[config.mk]
export PLATFORM = sky130hd
export DESIGN_NAME = ser_word_rx_flat
export DESIGN_NICKNAME = d
export VERILOG_FILES = /design/src/rtl/ser_word_rx_if.sv /design/src/rtl/ser_word_rx.sv /design/src/flat_wrapper.sv
export SDC_FILE = /design/constraint.sdc
export NUM_CORES = 1
export LEC_CHECK = 0
export CAP_MARGIN = 40
export CORE_MARGIN = 2
export CORE_UTILIZATION = 54
export DETAILED_ROUTE_END_ITERATION = 7
export PLACE_DENSITY = 0.8
export SKIP_LAST_GASP = 1
export SLEW_MARGIN = 40
export SYNTH_ARGS = -nofsm -noshare
export SYNTH_HDL_FRONTEND = slang
export SYNTH_SLANG_ARGS = --single-unit
[constraint.sdc]
create_clock -name clk -period 4 [get_ports clk]
set_clock_uncertainty 0.1 [all_clocks]
set_input_delay 0.4 -clock clk [delete_from_list [all_inputs] [get_ports clk]]
set_output_delay 0.4 -clock clk [all_outputs]
set_load 0.05 [all_outputs]
[src/rtl/ser_word_rx_if.sv]
// Serial bit stream in, parallel word out with valid/ready and error pulses.
// master drives the serial line and consumes words; slave is the receiver.
interface ser_word_rx_if #(
    parameter int unsigned WIDTH = 4
);
    logic             sdi;
    logic             sen;
    logic [WIDTH-1:0] dout;
    logic             dvalid;
    logic             dready;
    logic             busy;
    logic             perr;
    logic             ferr;
    logic             ovr;

    modport master (
        output sdi, sen, dready,
        input  dout, dvalid, busy, perr, ferr, ovr
    );

    modport slave (
        input  sdi, sen, dready,
        output dout, dvalid, busy, perr, ferr, ovr
    );
endinterface

[src/rtl/ser_word_rx.sv]
// Start/data/parity/stop frame receiver feeding a one-entry valid/ready word buffer.
// Error pulses (perr, ferr, ovr) last one cycle and are raised on the stop-bit strobe.
module ser_word_rx #(
    parameter int unsigned WIDTH = 4
) (
    input logic          clk,
    input logic          rst,
    ser_word_rx_if.slave bus
);
    localparam int unsigned CntW = (WIDTH > 2) ? $clog2(WIDTH) : 1;

    typedef enum logic [1:0] {StIdle, StData, StParity, StStop} state_e;

    state_e           state_q, state_d;
    logic [WIDTH-1:0] shreg_q, shreg_d;
    logic [CntW-1:0]  cnt_q, cnt_d;
    logic             par_bad_q, par_bad_d;
    logic [WIDTH-1:0] dout_q, dout_d;
    logic             dvalid_q, dvalid_d;
    logic             perr_q, perr_d;
    logic             ferr_q, ferr_d;
    logic             ovr_q, ovr_d;
    logic             buf_free;
    logic             last_bit;

    // A word being drained this cycle frees the slot for a same-edge commit.
    assign buf_free = !dvalid_q || bus.dready;
    assign last_bit = (cnt_q == CntW'(WIDTH - 1));

    always_ff @(posedge clk or posedge rst) begin
        if (rst) begin
            state_q <= StIdle;
        end else begin
            state_q <= state_d;
        end
    end

    always_comb begin
        state_d = state_q;
        if (bus.sen) begin
            unique case (state_q)
                StIdle:   if (!bus.sdi) state_d = StData;
                StData:   if (last_bit) state_d = StParity;
                StParity: state_d = StStop;
                StStop:   state_d = StIdle;
                default:  state_d = StIdle;
            endcase
        end
    end

    always_comb begin
        shreg_d   = shreg_q;
        cnt_d     = cnt_q;
        par_bad_d = par_bad_q;
        dout_d    = dout_q;
        dvalid_d  = dvalid_q && !bus.dready;
        perr_d    = 1'b0;
        ferr_d    = 1'b0;
        ovr_d     = 1'b0;
        if (bus.sen) begin
            unique case (state_q)
                StIdle: begin
                    if (!bus.sdi) cnt_d = '0;
                end
                StData: begin
                    shreg_d = {shreg_q[WIDTH-2:0], bus.sdi};
                    cnt_d   = cnt_q + 1'b1;
                end
                StParity: begin
                    par_bad_d = (^shreg_q) ^ bus.sdi;
                end
                StStop: begin
                    if (!bus.sdi) begin
                        ferr_d = 1'b1;
                    end else if (par_bad_q) begin
                        perr_d = 1'b1;
                    end else if (buf_free) begin
                        dout_d   = shreg_q;
                        dvalid_d = 1'b1;
                    end else begin
                        ovr_d = 1'b1;
                    end
                end
                default: ;
            endcase
        end
    end

    always_ff @(posedge clk or posedge rst) begin
        if (rst) begin
            shreg_q   <= '0;
            cnt_q     <= '0;
            par_bad_q <= 1'b0;
            dout_q    <= '0;
            dvalid_q  <= 1'b0;
            perr_q    <= 1'b0;
            ferr_q    <= 1'b0;
            ovr_q     <= 1'b0;
        end else begin
            shreg_q   <= shreg_d;
            cnt_q     <= cnt_d;
            par_bad_q <= par_bad_d;
            dout_q    <= dout_d;
            dvalid_q  <= dvalid_d;
            perr_q    <= perr_d;
            ferr_q    <= ferr_d;
            ovr_q     <= ovr_d;
        end
    end

    assign bus.dout   = dout_q;
    assign bus.dvalid = dvalid_q;
    assign bus.busy   = (state_q != StIdle);
    assign bus.perr   = perr_q;
    assign bus.ferr   = ferr_q;
    assign bus.ovr    = ovr_q;
endmodule

[src/flat_wrapper.sv]
// flat-port wrapper written by rule: the top's interface ports become plain ports
module ser_word_rx_flat 
#(
    parameter int unsigned WIDTH = 4
)
  (clk, rst, bus_sdi, bus_sen, bus_dready, bus_dout, bus_dvalid, bus_busy, bus_perr, bus_ferr, bus_ovr);
  ser_word_rx_if #(.WIDTH(WIDTH)) bus_i ();
  input logic clk;
  input logic rst;
  input wire logic [$bits(bus_i.sdi)-1:0] bus_sdi;
  input wire logic [$bits(bus_i.sen)-1:0] bus_sen;
  input wire logic [$bits(bus_i.dready)-1:0] bus_dready;
  output wire logic [$bits(bus_i.dout)-1:0] bus_dout;
  output wire logic [$bits(bus_i.dvalid)-1:0] bus_dvalid;
  output wire logic [$bits(bus_i.busy)-1:0] bus_busy;
  output wire logic [$bits(bus_i.perr)-1:0] bus_perr;
  output wire logic [$bits(bus_i.ferr)-1:0] bus_ferr;
  output wire logic [$bits(bus_i.ovr)-1:0] bus_ovr;
  assign bus_i.sdi = bus_sdi;
  assign bus_i.sen = bus_sen;
  assign bus_i.dready = bus_dready;
  assign bus_dout = bus_i.dout;
  assign bus_dvalid = bus_i.dvalid;
  assign bus_busy = bus_i.busy;
  assign bus_perr = bus_i.perr;
  assign bus_ferr = bus_i.ferr;
  assign bus_ovr = bus_i.ovr;
  ser_word_rx #(.WIDTH(WIDTH)) u_core (.clk(clk), .rst(rst), .bus(bus_i));
endmodule
==> summary.md, run 1 <==
| Metric | Value |
|---|---|
| Status | finished clean |
| Share of cells above drive strength 1 | 17.28% |
| Input/output buffers | 13 |
| Initial antenna violation count | 0 |
| Final core area utilization | roughly 67% |
| Vias in the first global route | 494 |
| Leakage | 0.4672 nW |
| Count of unique library cells instantiated by Yosys | 24 |
| H-tree depth | 1 |
| Final period utilization | 59.99% |
| RSZ-0062 raised after global routing | false |
| Synthesized netlist cell count | 66 |
| Number of cell rows | 14 |
| Max cap viols | 0 |
| Final Slew Violations | 0 |
| Maximum buffer depth of the clock tree | 2 |
| Syn. warnings | 0 |
| Final setup viols | 0 |
| Final min period | 2400 ps |
| Clk sink count | 17 |
| Seq cells post-synth | 17 |
| Pre-antenna DRT Iters | 4 |
| Cell family contributing the most delay on the critical path | buffers and inverters |
| Register area share after synthesis | 51.28% |
| Primary FF master, synth | dfrtp_1 |
| Post-CTS setup buffers | 0 |
| Worst EP required | 3500 ps |
| CTS tree | done |
| Worst Hold Class | in -> async |
| Cell Chain, Critical Path | inv_1 -> ha_1 -> inv_1 -> clkdlybuf4s50_1 |
| Max frequency | 416.7 MHz |
| Mean Syn Cell Area | 12.57 µm² |
| Final WL | 1303 µm |
| WP data arrival | between 1500 and 2000 ps |
| Crit end category | output port |
| Post-route DRC | 0 |
| Total grt overflow | 0 |
| Initial Utilization | 56.38% |
| Kind of critical path | reg -> out |
| Ports | 14 |
| P&R area growth vs syn | 19.46% |
| Leading cell type in the layout, fill and taps excluded | dfrtp_1 |
| Worst setup SP type | register |
| Setup TNS | 0 ps |
| Setup WS pre-CTS | 1915 ps |
| Gp weighted congestion | 0.7610 |
| Crit path top cell by count | inv_1 |
| EDFF count, synth | 0 |
| # nets final | just over 90 |
| Pwr per Cell Area | 825.4 nW/µm² |
| Routed len/inst | 13.43 µm |
| Die area | 1866 µm² |
| Hold buffers post-CTS | 0 |
| Post-cts repair resize count | 0 |
| Max stage delay on crit path | 790 ps |
| CP Max Fanout | 6 |
| Core area | 1471 µm² |
| Slew headroom | 58.36% |
| Worst setup margin | 1600 ps |
| Die Ht | 43.20 µm |
| Most frequent cells in the layout | 17 x dfrtp_1, 13 x clkdlybuf4s50_1, 8 x mux2_2 |
| Num CTS Buffers | 3 |
| Hpwl dp | between 900 and 1000 µm |
| Critical path buffers and inverters | 3 |
| Die X | 43.20 µm |
| Starting DRT DRC Count | 7 |
| Vias | 525 |
| Share of flip-flops with an asynchronous set or reset | 100.0% |
| Least-Margin Pin Slew | ~620 ps |
| Clk Latency, worst-skew pair | 280 ps |
| Vias per cell | 5.412 |
| Peak VDD IR | 0.3934 mV |
| Clock slew at reported path FFs | 90 ps |
| Largest net degree at the start of global routing | 18 |
| Syn Nets | 76 |
| Total track usage | 16.21% |
| Slowest cell on the critical path | clkdlybuf4s50_1 |
| Post-Syn Area | 829.5 µm² |
| Remaining antenna violation count | 0 |
| DP Area | 964.7 µm² |
| Post-route cell area | 991.0 µm² |
| Final Hold Violating Endpoints | 0 |
| Root Driver | clkbuf_4 |
| ANT cells | 0 |
| Global-route wire length before repair | 2187 µm |
-- logic make-up (layout without fill, tap and decap cells) --
group / Yosys count / count (layout) / share of synthesized area, %
fa+ha+maj: 5 / 5 / 7.541
buf+inv: 7 / 22 / 4.072
flops: 17 / 17 / 51.28
mux: 11 / 11 / 15.08
xor+xnor: 3 / 3 / 4.827
simple gates: 16 / 16 / 9.653
compound gates: 7 / 7 / 7.541
-- flip-flops by register name, summed over array words and instances (netlist names) --
signal,flops
u_core.bus.perr,1
u_core.bus.dout,4
u_core.bus.ferr,1
u_core.cnt_q,2
u_core.shreg_q,4
u_core.par_bad_q,1
u_core.bus.ovr,1
u_core.state_q,2
u_core.bus.dvalid,1
-- layout make-up --
type,instances,area (µm²)
Sequential cell,17,425.4
Fill cell,124,480.5
Timing Repair Buffer,13,130.1
Tap cell,16,20.02
Inverter,5,18.77
Clock buffer,4,26.28
Multi-Input combinational cell,42,370.4
-- cells in the mapped netlist, types with 2 or more instances --
master,count,area [µm²]
buf_4,2,15.01
dfrtp_1,17,425.4
ha_1,5,62.56
inv_1,5,18.77
mux2_2,8,90.09
mux2i_1,2,20.02
nand2_1,7,26.28
nor2_1,3,11.26
xnor2_1,2,17.52
-- through the flow --
| step | hold WS [ps] | cells | total power [mW] |
|---|---|---|---|
| 2_1_floorplan | 226.1 | 66 | 0.6224 |
| 6_report | 385.5 | 97 | 0.8179 |
| 3_5_place_dp | 386.5 | 93 | 0.7355 |
| 4_1_cts | 409.0 | 97 | 0.8288 |
| 3_3_place_gp | 371.2 | 93 | 0.7200 |
| 5_1_grt | 432.3 | 97 | 0.8785 |
-- power by group --
part / total, mW / switching, mW / leakage (nW) / internal, mW
Sequential: 0.300 / 0.0567 / 0.212 / 0.243
Combinational: 0.431 / 0.230 / 0.240 / 0.200
Clock: 0.0871 / 0.0485 / 0.0150 / 0.0386
-- worst reg2reg max path, delay by kind of cell, from the launching register on --
kind | cells | cell delay, ps
AO/OA/AOI/OAI | 2 | 420
adder cells (fa/ha/maj) | 1 | 280
buffers and inverters | 1 | 80
flip-flops | 1 | 390
multiplexers | 1 | 290
-- worst paths after layout --
kind / slack, ps / start / cells past startpoint / to
worst max-delay path: 1600 / u_core.state_q[0]$_DFFE_PP0P_ / 4 / bus_busy
worst min-delay path: 390 / rst / 2 / u_core.bus.ovr$_DFF_PP0_
worst max register to register: 2330 / u_core.state_q[0]$_DFFE_PP0P_ / 5 / u_core.state_q[1]$_DFFE_PP0P_
worst min register to register: 410 / u_core.par_bad_q$_DFFE_PP0P_ / 2 / u_core.par_bad_q$_DFFE_PP0P_
max in group asynchronous: 3010 / rst / 2 / u_core.bus.dout[3]$_DFFE_PP0P_
min in group clk: 410 / u_core.par_bad_q$_DFFE_PP0P_ / 2 / u_core.par_bad_q$_DFFE_PP0P_
-- per-layer routing --
layer,global-route usage [%],vias up,wire (µm)
li1,-,255,-
met1,18.96,259,564
met2,26.57,9,672
met3,4.255,2,47
met4,9.091,0,19
met5,0,-,0
(Power assumes the default switching activity.)
==> run 2: changes to the inputs <==
CORE_UTILIZATION = 45   (was 54)
PLACE_DENSITY = 0.71   (was 0.8)
clock period = 2.15 ns   (was 4 ns; I/O delays follow)
==> run 2 against run 1 <==
  * Largest cell class unchanged
  * Highest routed layer unchanged
  * Sequential power up 85%
  * Power rose by 84%
  * Setup slack lost 1200 ps
  * Wire length fell by 4.6%
  * Global-route usage fell by 2.4 points
  * Clock power up 89%
  * First-iteration DRC count is 43% lower
  * Critical path depth shrank 3
  * Design area is 1.6% higher
==> summary.md, run 2 (synthesized netlist as in run 1, its figures left out) <==
| Metric | Value |
|---|---|
| Status | finished clean |
| Vias per cell | 4.879 (-9.9%) |
| Total track usage | 13.84% (-2.4 points) |
| Ports | 14 (unchanged) |
| ANT cells | 0 (unchanged) |
| Post-route cell area | 1007 µm² (+1.6%) |
| Hpwl dp | 957.9 µm (-3.5%) |
| Final min period | 1760 ps |
| Share of cells above drive strength 1 | 19.51% (+2.2 points) |
| Critical path buffers and inverters | 1 (-2) |
| Slowest cell on the critical path | clkdlybuf4s50_1 |
| Final WL | 1243 µm (-4.6%) |
| Kind of critical path | reg -> out |
| WP data arrival | 1450 ps (-450 ps) |
| Maximum buffer depth of the clock tree | 2 (unchanged) |
| Setup TNS | 0 ps (unchanged) |
| H-tree depth | 1 (unchanged) |
| Die X | 46.94 µm (+8.7%) |
| Global-route wire length before repair | 2104 µm (-3.8%) |
| CP Max Fanout | 2 (-4) |
| Area of the multi-input gates | 370.4 µm² (unchanged) |
| Final setup viols | 0 (unchanged) |
| Remaining antenna violation count | 0 (unchanged) |
| Input/output buffers | 13 (unchanged) |
| Initial antenna violation count | 0 (unchanged) |
| Post-CTS setup buffers | 0 (unchanged) |
| Pre-antenna DRT Iters | 2 (-2) |
| Hold buffers post-CTS | 0 (unchanged) |
| Final Slew Violations | 0 (unchanged) |
| Max frequency | 568.1 MHz |
| Worst Hold Class | in -> async |
| CTS tree | done |
| Num CTS Buffers | 3 (unchanged) |
| Max cap viols | 0 (unchanged) |
| Fillers | 158 (+27%) |
| DP Area | 980.9 µm² (+1.7%) |
| Crit end category | output port |
| Leading cell type in the layout, fill and taps excluded | dfrtp_1 |
| Gp weighted congestion | 0.6761 (-11%) |
| Worst EP required | 1840 ps (-1660 ps) |
| Final Hold Violating Endpoints | 0 (unchanged) |
| Root Driver | clkbuf_4 |
| Number of cell rows | 15 (+1) |
| Die Ht | 46.94 µm (+8.7%) |
| Clock slew at reported path FFs | 90 ps (about the same) |
| Die area | 2203 µm² (+18%) |
| Final core area utilization | 58.33% (-9.0 points) |
| P&R area growth vs syn | 21.42% |
| RSZ-0062 raised after global routing | false |
| Vias in the first global route | 541 (+9.5%) |
| Vias | 522 (-0.57%) |
| Clk sink count | 17 (unchanged) |
| Final period utilization | 81.87% |
| Least-Margin Pin Slew | 625.6 ps (+1.660 ps) |
| Post-cts repair resize count | 0 (unchanged) |
| Starting DRT DRC Count | 4 (-3) |
| Largest net degree at the start of global routing | 18 (unchanged) |
| Slew headroom | 58.25% (-0.11 points) |
| Core area | 1727 µm² (+17%) |
| Cell family contributing the most delay on the critical path | buffers and inverters |
| Clk Latency, worst-skew pair | 280 ps (about the same) |
| Cell Chain, Critical Path | clkdlybuf4s50_1 |
| Routed len/inst | 11.62 µm (-14%) |
| Max stage delay on crit path | 800 ps (about the same) |
| # nets final | 93 (+1.1%) |
| Pwr per Cell Area | 1495 nW/µm² (+81%) |
| Post-route DRC | 0 (unchanged) |
| Most frequent cells in the layout | 17 x dfrtp_1, 12 x clkdlybuf4s50_1, 8 x mux2_2 |
| Peak VDD IR | 0.7306 mV (+86%) |
| Initial Utilization | 48.04% (-8.3 points) |
| Total grt overflow | 0 (unchanged) |
| FF/Latch Area | 425.4 µm² (unchanged) |
| Worst setup SP type | register |
| Leakage | 0.4724 nW (+1.1%) |
run 2: routing by layer:
layer / GRT usage (%) / up-vias / routed length, µm
met5: 0 / - / 0
met4: 8.333 / 0 / 10
met3: 3.846 / 2 / 49
met2: 21.92 / 9 / 580
met1: 16.75 / 255 / 602
li1: - / 256 / -
run 2: layout make-up:
type | count | area share, %
clock buffer | 4 | 2.609
inverter | 5 | 1.863
multi-input combinational | 42 | 36.77
sequential | 17 | 42.24
tap | 25 | 3.106
timing repair buffer | 14 | 13.42
run 2: power breakdown:
| part | internal, mW | switching, mW | leakage, nW |
|---|---|---|---|
| registers | 0.453 | 0.103 | 0.212 |
| clock network | 0.0719 | 0.0935 | 0.0150 |
| logic | 0.367 | 0.417 | 0.245 |
| total | 0.891 | 0.614 | 0.472 |
run 2: final timing paths:
check / end / slack (ps) / from / cells past startpoint
max in group asynchronous: u_core.bus.dout[0]$_DFFE_PP0P_ / 1340 / rst / 2
worst min register to register: u_core.par_bad_q$_DFFE_PP0P_ / 410 / u_core.par_bad_q$_DFFE_PP0P_ / 2
worst max register to register: u_core.state_q[1]$_DFFE_PP0P_ / 500 / u_core.state_q[0]$_DFFE_PP0P_ / 5
worst max-delay path: bus_dout[1] / 390 / u_core.bus.dout[1]$_DFFE_PP0P_ / 1
min in group clk: u_core.par_bad_q$_DFFE_PP0P_ / 410 / u_core.par_bad_q$_DFFE_PP0P_ / 2
worst min-delay path: u_core.cnt_q[1]$_DFFE_PP0P_ / 200 / rst / 2
run 2: through the flow:
stage,instances,setup slack (ps),power (mW),hold WS (ps)
after detailed placement,103,245.8,1.353,384.0
after global routing,107,320.5,1.621,255.2
after CTS,107,367.8,1.522,226.8
final,107,389.7,1.505,202.2
after floorplan,66,599.3,1.158,41.07
after global placement,103,307.6,1.340,370.5
